[config.mk]
export PLATFORM = sky130hd
export DESIGN_NAME = insn_fetch_unit
export DESIGN_NICKNAME = d
export VERILOG_FILES = /design/src/rtl/insn_fetch_unit.sv
export SDC_FILE = /design/constraint.sdc
export NUM_CORES = 1
export LEC_CHECK = 0
export ABC_AREA = 1
export BUFFER_PORTS_ARGS = -buffer_cell sky130_fd_sc_hd__clkbuf_2
export CORE_MARGIN = 5
export CORE_UTILIZATION = 29
export CTS_BUF_LIST = sky130_fd_sc_hd__clkbuf_2
export CTS_CLUSTER_DIAMETER = 80
export DETAILED_ROUTE_END_ITERATION = 8
export PLACE_DENSITY_LB_ADDON = 0.25
export SYNTH_ARGS = -nofsm -noshare
export SYNTH_HDL_FRONTEND = slang
export SYNTH_SLANG_ARGS = --single-unit
[constraint.sdc]
create_clock -name clk -period 4 [get_ports clk]
set_input_delay 0.6 -clock clk [delete_from_list [all_inputs] [get_ports clk]]
set_output_delay 0.6 -clock clk [all_outputs]
set_load 0.05 [all_outputs]
[src/rtl/insn_fetch_unit.sv]
// ---------------------------------------------------------------------------
// insn_fetch_unit
//
// Fetch stage sitting behind the next-PC generator. It latches a fetch
// address, issues one instruction-memory read at a time, pulses o_fetch_en so
// the generator advances, and buffers returned words (with their PC) in a
// small FIFO that decode drains through a valid/ready handshake. A flush
// redirects the fetch address and throws away buffered and in-flight work.
//
// Optional feature macro: FETCH_BUF_BYPASS_EN
//   defined   : when the FIFO is empty, a response is presented on o_insn*
//               in the same cycle; if decode takes it, it is never written.
//   undefined : every response is written; o_insn_valid rises one cycle
//               after i_imem_rsp_valid.
//
// Ports
//   clk, rst            clock, synchronous active-high reset
//   i_next_pc_valid     i_next_pc carries a new fetch word address
//   i_next_pc           next word address from the PC generator
//   o_fetch_en          request accepted this cycle (generator advances)
//   o_fetch_pc          word address of the current/pending request
//   o_imem_req_valid    memory read request
//   o_imem_req_addr     request word address (always o_fetch_pc)
//   i_imem_req_ready    memory accepts the request
//   i_imem_rsp_valid    read data valid (in order, >=1 cycle after accept)
//   i_imem_rsp_data     read data
//   i_flush             redirect, discard all fetched/in-flight work
//   i_flush_pc          redirect word address
//   o_insn_valid        FIFO head valid
//   o_insn              FIFO head instruction
//   o_insn_pc           FIFO head PC
//   i_insn_ready        decode consumes the head when valid && ready
// ---------------------------------------------------------------------------
module insn_fetch_unit #(
  parameter int ADDR_WIDTH     = 16,
  parameter int INSN_SIZE_BITS = 2,
  parameter int INSN_WIDTH     = 32,
  parameter int BUF_DEPTH      = 4
) (
  input  logic                                 clk,
  input  logic                                 rst,
  input  logic                                 i_next_pc_valid,
  input  logic [ADDR_WIDTH-INSN_SIZE_BITS-1:0] i_next_pc,
  output logic                                 o_fetch_en,
  output logic [ADDR_WIDTH-INSN_SIZE_BITS-1:0] o_fetch_pc,
  output logic                                 o_imem_req_valid,
  output logic [ADDR_WIDTH-INSN_SIZE_BITS-1:0] o_imem_req_addr,
  input  logic                                 i_imem_req_ready,
  input  logic                                 i_imem_rsp_valid,
  input  logic [INSN_WIDTH-1:0]                i_imem_rsp_data,
  input  logic                                 i_flush,
  input  logic [ADDR_WIDTH-INSN_SIZE_BITS-1:0] i_flush_pc,
  output logic                                 o_insn_valid,
  output logic [INSN_WIDTH-1:0]                o_insn,
  output logic [ADDR_WIDTH-INSN_SIZE_BITS-1:0] o_insn_pc,
  input  logic                                 i_insn_ready
);

  localparam int PW    = ADDR_WIDTH - INSN_SIZE_BITS;
  localparam int PTR_W = $clog2(BUF_DEPTH);
  localparam logic [PTR_W:0] DEPTH_C = (PTR_W+1)'(BUF_DEPTH);

  typedef enum logic [1:0] {
    S_IDLE  = 2'd0,   // no PC held
    S_REQ   = 2'd1,   // PC held, request pending
    S_WAIT  = 2'd2,   // one request in flight
    S_DRAIN = 2'd3    // in-flight response will be dropped
  } state_t;

  state_t                r_state;
  logic [PW-1:0]         r_fetch_pc;
  logic [PW-1:0]         r_pend_pc;
  logic                  r_pc_vld;
  logic                  r_ign_npc;

  logic [INSN_WIDTH-1:0] r_buf_insn [BUF_DEPTH];
  logic [PW-1:0]         r_buf_pc   [BUF_DEPTH];
  logic [PTR_W-1:0]      r_wptr;
  logic [PTR_W-1:0]      r_rptr;
  logic [PTR_W:0]        r_count;

  logic                  w_req_valid;
  logic                  w_accept;
  logic                  w_npc_ok;
  logic                  w_rsp_take;
  logic                  w_fifo_vld;
  logic                  w_push;
  logic                  w_pop;
`ifdef FETCH_BUF_BYPASS_EN
  logic                  w_byp;
`endif

  // Request gating, handshake decode and FIFO push/pop qualification
  always_comb begin
    // A request is only issued while a FIFO slot is free for its word, so
    // the in-flight response always has somewhere to land.
    w_req_valid = (r_state == S_REQ) && (r_count < DEPTH_C);
    w_accept    = w_req_valid && i_imem_req_ready;
    // The first next_pc_valid after a flush is the generator's stale
    // increment of the pre-flush address and must not be latched.
    w_npc_ok    = i_next_pc_valid && !r_ign_npc;
    w_rsp_take  = (r_state == S_WAIT) && i_imem_rsp_valid && !i_flush;
    w_fifo_vld  = (r_count != {(PTR_W+1){1'b0}});
    w_pop       = w_fifo_vld && i_insn_ready;
`ifdef FETCH_BUF_BYPASS_EN
    w_byp       = w_rsp_take && !w_fifo_vld;
    w_push      = w_rsp_take && !(w_byp && i_insn_ready);
`else
    w_push      = w_rsp_take;
`endif
  end

  // Output drive: handshake, address and FIFO head (optionally bypassed)
  always_comb begin
    o_fetch_en       = w_accept;
    o_imem_req_valid = w_req_valid;
    o_imem_req_addr  = r_fetch_pc;
    o_fetch_pc       = r_fetch_pc;
    o_insn_valid     = w_fifo_vld;
    o_insn           = r_buf_insn[r_rptr];
    o_insn_pc        = r_buf_pc[r_rptr];
`ifdef FETCH_BUF_BYPASS_EN
    if (w_byp) begin
      o_insn_valid = 1'b1;
      o_insn       = i_imem_rsp_data;
      o_insn_pc    = r_fetch_pc;
    end else begin
      o_insn_valid = w_fifo_vld;
    end
`endif
  end

  // Fetch FSM: fetch address, pending next PC and flush redirection
  always_ff @(posedge clk) begin
    if (rst) begin
      r_state    <= S_IDLE;
      r_fetch_pc <= {PW{1'b0}};
      r_pend_pc  <= {PW{1'b0}};
      r_pc_vld   <= 1'b0;
      r_ign_npc  <= 1'b0;
    end else if (i_flush) begin
      r_fetch_pc <= i_flush_pc;
      r_pc_vld   <= 1'b0;
      r_ign_npc  <= 1'b1;
      case (r_state)
        // A response arriving with the flush is the in-flight word itself,
        // so nothing is left to drain.
        S_WAIT:  r_state <= i_imem_rsp_valid ? S_REQ : S_DRAIN;
        S_DRAIN: r_state <= i_imem_rsp_valid ? S_REQ : S_DRAIN;
        // Flush in the accept cycle: the accepted read is now in flight.
        S_REQ:   r_state <= w_accept ? S_DRAIN : S_REQ;
        default: r_state <= S_REQ;
      endcase
    end else begin
      r_ign_npc <= 1'b0;
      case (r_state)
        S_IDLE: begin
          if (w_npc_ok) begin
            r_fetch_pc <= i_next_pc;
            r_state    <= S_REQ;
          end
        end
        S_REQ: begin
          if (w_accept) begin
            r_state <= S_WAIT;
          end
        end
        S_WAIT: begin
          if (i_imem_rsp_valid) begin
            r_pc_vld <= 1'b0;
            if (w_npc_ok) begin
              r_fetch_pc <= i_next_pc;
              r_state    <= S_REQ;
            end else if (r_pc_vld) begin
              r_fetch_pc <= r_pend_pc;
              r_state    <= S_REQ;
            end else begin
              r_state    <= S_IDLE;
            end
          end else if (w_npc_ok) begin
            r_pend_pc <= i_next_pc;
            r_pc_vld  <= 1'b1;
          end
        end
        S_DRAIN: begin
          if (i_imem_rsp_valid) begin
            r_state <= S_REQ;
          end
        end
        default: r_state <= S_IDLE;
      endcase
    end
  end

  // FIFO pointers and occupancy; flush empties the buffer on the same edge
  always_ff @(posedge clk) begin
    if (rst || i_flush) begin
      r_wptr  <= {PTR_W{1'b0}};
      r_rptr  <= {PTR_W{1'b0}};
      r_count <= {(PTR_W+1){1'b0}};
    end else begin
      if (w_push) begin
        r_wptr <= r_wptr + 1'b1;
      end
      if (w_pop) begin
        r_rptr <= r_rptr + 1'b1;
      end
      case ({w_push, w_pop})
        2'b10:   r_count <= r_count + 1'b1;
        2'b01:   r_count <= r_count - 1'b1;
        default: r_count <= r_count;
      endcase
    end
  end

  // FIFO storage; contents need no reset since occupancy gates visibility
  always_ff @(posedge clk) begin
    if (w_push && !rst && !i_flush) begin
      r_buf_insn[r_wptr] <= i_imem_rsp_data;
      r_buf_pc[r_wptr]   <= r_fetch_pc;
    end
  end

endmodule

==> impl_metrics.toml, run 1 <==
[sta]
slew_violations = 0
period_share_pct = 89.0
worst_pin_slew_ps = 709
setup_viol = 0
setup_tns_ps = 0
slew_headroom_pct = 52.7
rsz0062_at_grt = "false"
fmax_mhz = 281
layout_min_cycle_time_ps = 3560
setup_slack_ps = 439
final-hold-violation-count = 0
fin_skew_ps = 34.7

[run_status]
status = "completed"

[placement]
io_buffers = 143
placedCellCount = 1290
dpl-instance-area_mm2 = 0.0101
hpwlAfterDp_mm = 13.7
place.gp.congestion = 0.740
pre_cts_ws_ps = 1020

[route]
routed_via_density = 4.45
drt_first_pass_iters = 5
drt_iter0_drc = 337
drc = 0
drt_wl_total_mm = 22.5
ant_nets = 0
vias = 6411
wl_per_cell_um = 15.6

[clock_network]
numCtsBuffers = 58
tritoncts = "yes"
cts_max_path_buffers = 3
clock_sinks = 225
clk_pin_slew_ps = 90
cts-htree-levels = 2
clockRootBuffer = "clkbuf_2"
clock_latency_ps = 820

[worst_setup_path]
cpPeakStageDelay_ps = 500
cp_cell_sequence = "inv_2, buf_4, o21ai_0, o22ai_1, clkbuf_2"
critPathLaunchType = "register"
crit_family = "buffers and inverters"
crit_slowest_cell = "dfxtp_4"
r2r_slack_ps = 1410
cp.depth = 5
critPathBufInv = 3
arrival_ps = 2960
critPathKind = "reg2out"
reg2regPathDepth = 5
critPathMaxFanout = 47
cp-end-kind = "output pin"
critPathRequiredTime_ps = 3400

[hold_path]
holdPathStages = 3
holdCritPathClass = "in2reg"

[floorplan]
coreArea_mm2 = 0.0307
dieArea_mm2 = 0.0350
ioPinCount = 144
rows = 64
start_util_pct = 29.6
die_width_um = 187
die_h_um = 187

[global_route]
grt_max_degree = 48
grt_pass1_vias = 6422
grt_overflow = 0
grt.total_usage_pct = 12.6
grt_first_pass_wirelength_mm = 35.6
antenna_found_initial = 1

[synthesis]
syn_area_per_cell_um2 = 11.4
synth_compound_gate_area_share_pct = 11.6
synth.top_cells.by_count = "184 x edfxtp_1, 134 x nor2_1, 110 x o21ai_0"
syn_inst = 798
yosysMostFrequentCell = "edfxtp_1"
synth_edf_count = 184
ys_warn_count = 0
synth.area.top_cells = "edfxtp_1 61%, dfxtp_1 9.0%, o21ai_0 6.0%, nor2_1 5.5%, o22ai_1 3.2%"
synthAdderAreaFrac_pct = 0.907
synth_top_family_by_area = "compound AO/OA/AOI/OAI gates"
netlist_area_mm2 = 0.00910
synth-simple-area-share_pct = 11.6
ys_seq_elements = 225
postSynth.topFlopCell = "edfxtp_1"
synth_nets = 871
yosysTopAreaCellShare_pct = 60.7
ys_types = 27
synth.area.mux_share_pct = 0
yosysSeqAreaShare_pct = 69.7
postSynth.asyncResetShare_pct = 0
synth-xor-area-share_pct = 0
yosysTopAreaCell = "edfxtp_1"

[final_layout]
fin_nets = 1069
final_area_mm2 = 0.0111
drive_gt1_share_pct = 25.8
area_growth_pct = 21.8
instances_no_fill = 1442

[flow_run]
cap_viol_max_count = 0

[pwr]
p_per_area_mw_per_mm2 = 419
vdd_drop_max_mv = 0.233
leakage_uw = 0.00433
## through the flow
stage / utilization [%] / total power (µW) / hold WS (ps)
floorplan: - / 2970 / 430
global placement: 32.9 / 3090 / 438
detailed placement: 32.9 / 3090 / 446
CTS: 36.0 / 4730 / 1.57
global route: 36.0 / 4890 / 19.7
finish: 36.0 / 4640 / 109
## cells by family (layout without fill, tap and decap cells)
logic type | Yosys count | after routing
fa+ha+maj | 6 | 6
simple gates | 247 | 247
other cells | 0 | 1
compound gates | 199 | 199
flops | 225 | 225
buf+inv | 121 | 368
## final cells by class
type,instances,area (µm²)
fillers,3105,19700
flip-flops and latches,225,6350
multi-input cells,452,2220
repair buffers,197,1230
well taps,396,495
clock buffers,88,440
inverters,62,233
clock inverters,21,113
diodes,1,2.50
## timing repair
action                                 CTS  global route
setup buffers                            0             0
gates resized for setup                  0             0
hold buffers                            42             0
endpoints found under the hold margin  139             0
## worst reg2reg max path: stages (launching register included)
cell	delay, ps
dfxtp_1	350
inv_2	70
nor2_4	490
nand4_2	420
nor2_4	540
buf_4	380
## flip-flops by register name, summed over array words and instances (netlist names), named ones only
signal	flops
r_count	3
r_state	2
r_pc_vld	1
r_wptr	2
r_rptr	2
r_buf_pc	56
r_pend_pc	14
r_buf_insn	128
o_fetch_pc	14
r_ign_npc	1
## per-layer routing
metal  share of wire (%)  GRT usage [%]  up-vias
met5                   0              0        -
met4                 1.6           4.10        0
met3                 6.5           3.34       39
met2                  46           19.6      201
met1                  46           17.3     2946
li1                    -              -     3225
## worst paths after layout
kind,to,startpoint
hold reg to reg,r_pend_pc[5],r_pend_pc[5]
setup / recovery,o_insn[2],register
hold / removal,r_pend_pc[7],i_next_pc[7]
setup reg to reg,r_buf_pc[3][10],r_state[1]
## placed cells by master, fill, tap and decap left out
cell type / count
inv_1: 58
clkinvlp_4: 1
bufinv_16: 1
nor2_4: 6
nand4_2: 2
edfxtp_1: 184
o21ai_1: 17
dlygate4sd3_1: 42
inv_2: 3
or2_2: 1
clkinv_2: 3
clkinv_1: 17
a21oi_1: 26
nand2_1: 67
nand3_2: 3
nand4_1: 1
clkbuf_2: 231
and2_1: 1
fa_1: 1
nor2_1: 130
nand3_4: 1
nand2_4: 1
dfxtp_4: 1
o22ai_1: 46
dfxtp_1: 39
diode_2: 1
o21ai_0: 110
ha_1: 5
dfxtp_2: 1
nand2_2: 3
nand3_1: 31
buf_4: 12
## power by group
group / internal, µW / leakage [µW] / switching, µW
Clock: 655 / 0.000417 / 917
Sequential: 2570 / 0.00200 / 53.2
Combinational: 129 / 0.00192 / 313
Note: power is estimated with default switching activity, not from simulation.
==> inputs of run 2 (changes only) <==
--- a/config.mk
+++ b/config.mk
@@ -5,7 +5,6 @@
 export SDC_FILE = /design/constraint.sdc
 export NUM_CORES = 1
 export LEC_CHECK = 0
-export ABC_AREA = 1
 export BUFFER_PORTS_ARGS = -buffer_cell sky130_fd_sc_hd__clkbuf_2
 export CORE_MARGIN = 5
 export CORE_UTILIZATION = 29
==> run 2 against run 1 <==
Compared with the run above: power is 6.6% lower; cell count down 23%; register-to-register slack gained 350 ps; critical path depth fell by 3; sequential share of layout area rose by 1.5 points; die area is 4.6% lower; combinational power is 38% lower; sequential cell count unchanged; highest routed layer unchanged.
==> impl_metrics.toml, run 2 <==
[synthesis]
yosysTopAreaCellShare_pct = 63.8
yosysMostFrequentCell = "edfxtp_1"
ys_seq_elements = 225
netlist_area_mm2 = 0.00865
ys_types = 37
synth.top_cells.by_count = "184 x edfxtp_1, 46 x mux4_2, 41 x dfxtp_1"
synth_nets = 522
postSynth.topFlopCell = "edfxtp_1"
synth_edf_count = 184
postSynth.asyncResetShare_pct = 0
ys_warn_count = 0
synth.area.top_cells = "edfxtp_1 64%, mux4_2 12%, dfxtp_1 9.5%, mux2i_1 2.5%, buf_4 1.4%"
syn_area_per_cell_um2 = 19.3
syn_inst = 449
yosysTopAreaCell = "edfxtp_1"
yosysSeqAreaShare_pct = 73.3

[route]
wl_per_cell_um = 17.6
drt_wl_total_mm = 19.5
routed_via_density = 4.53
drt_iter0_drc = 233
drt_first_pass_iters = 4
ant_nets = 0
vias = 5007
drc = 0

[clock_network]
post_cts_buffers = 0
clk_pin_slew_ps = 100
cts-htree-levels = 2
tritoncts = "yes"
clock_sinks = 225
numCtsBuffers = 56
clock_latency_ps = 780
clockRootBuffer = "clkbuf_2"
cts_max_path_buffers = 3

[floorplan]
dieArea_mm2 = 0.0334
die_h_um = 183
coreArea_mm2 = 0.0296
ioPinCount = 144
rows = 63
start_util_pct = 29.3
die_width_um = 183

[placement]
pre_cts_ws_ps = 1240
io_buffers = 143
hpwlAfterDp_mm = 12.2
placedCellCount = 952
place.gp.congestion = 0.763

[global_route]
grt.total_usage_pct = 11.6
grt_pass1_vias = 5455
grt_max_degree = 47
antenna_found_initial = 1
grt_first_pass_wirelength_mm = 30.4
grt_overflow = 0

[sta]
fin_skew_ps = 26.4
layout_min_cycle_time_ps = 3340
slew_violations = 0
final-hold-violation-count = 0
setup_viol = 0
fmax_mhz = 299
setup_tns_ps = 0
slew_headroom_pct = 27.3
setup_slack_ps = 655
period_share_pct = 83.6
rsz0062_at_grt = "false"
worst_pin_slew_ps = 1090
whs_ps = 124

[final_layout]
final_common_cell = "clkbuf_2"
instances_no_fill = 1105
fin_nets = 748
layout_common_cells = "224 x clkbuf_2, 184 x edfxtp_1, 55 x dlygate4sd3_1"
largest_reg_flops = 128
drive_gt1_share_pct = 43.1
n_antenna_cell = 0
area_growth_pct = 24.8
largestRegisters = "r_buf_insn x128, r_buf_pc x56"
top_register = "r_buf_insn"

[worst_setup_path]
reg2regPathDepth = 4
critPathRequiredTime_ps = 3400
critPathLaunchType = "register"
arrival_ps = 2740
cp-end-kind = "output pin"
critPathKind = "reg2out"
critPathMaxFanout = 46

[pwr]
p_per_area_mw_per_mm2 = 401
leakage_uw = 0.00402
vdd_drop_max_mv = 0.171
finalPower_uw = 4330

[run_status]
status = "completed"

[hold_path]
holdCritPathClass = "in2reg"
holdPathStages = 3

[flow_run]
cap_viol_max_count = 0
==> run 2: cell count changes in the layout (fill, tap and decap cells not counted), moves of 13 or more <==
cell | before | now
o22ai_1 | 46 | 0
a21oi_1 | 26 | 6
nand2_1 | 67 | 13
mux4_2 | 0 | 46
o21ai_1 | 17 | 0
nor2_1 | 130 | 23
mux2i_1 | 0 | 22
inv_1 | 58 | 8
dlygate4sd3_1 | 42 | 55
nand3_1 | 31 | 2
o21ai_0 | 110 | 1
==> run 2: report_power, final <==
group | total (µW) | internal (µW) | switching [µW]
logic | 276 | 103 | 172
registers | 2570 | 2540 | 29.3
clock network | 1480 | 608 | 876
==> run 2: kinds of logic (layout without fill, tap and decap cells) <==
logic type | count (synthesis) | in the layout | synth area share, %
buffers and inverters | 44 | 310 | 2.78
AO/OA/AOI/OAI | 25 | 25 | 2.37
adder cells (fa/ha/maj) | 6 | 6 | 0.954
flip-flops | 225 | 225 | 73.3
multiplexers | 74 | 74 | 15.3
XOR/XNOR | 5 | 5 | 0.506
AND/OR/NAND/NOR | 70 | 70 | 4.73
==> run 2: layout make-up <==
cell class / instances / area, µm²
Clock buffer: 81 / 405
Fill cell: 2822 / 18800
Tap cell: 390 / 488
Sequential cell: 225 / 6350
Multi-Input combinational cell: 180 / 2070
Timing Repair Buffer: 204 / 1360
Inverter: 8 / 30.0
Clock inverter: 17 / 95.1
==> run 2: metrics by stage <==
step                cell area (µm²)  utilization (%)
floorplan                      8650                -
global placement               9750             33.0
detailed placement             9750             33.0
CTS                           10800             36.6
global route                  10800             36.6
finish                        10800             36.6
==> run 2: worst paths after layout <==
check / from / to / slack [ps]
worst max-delay path: register / o_insn[31] / 660
worst min-delay path: i_next_pc[0] / r_pend_pc[0] / 120
worst max register to register: r_ign_npc / o_fetch_pc[5] / 1760
worst min register to register: r_pend_pc[9] / r_pend_pc[9] / 500
==> run 2: routing by layer <==
| layer | vias up | share of wire (%) | global-route usage, % |
|---|---|---|---|
| met4 | 0 | 2.1 | 4.20 |
| met5 | - | 0 | 0 |
| li1 | 2275 | - | - |
| met1 | 2497 | 42 | 14.9 |
| met3 | 34 | 8.1 | 3.71 |
| met2 | 201 | 48 | 18.5 |
==> run 2: worst max-delay path, cell delays in order (launching register included) <==
cell and delay [ps]:
dfxtp_4 1030, mux4_2 660, clkbuf_2 260
==> run 2: timing repair <==
action	CTS	global route
resized for setup	0	0
hold buffers	55	0
endpoints found under the hold margin	151	0
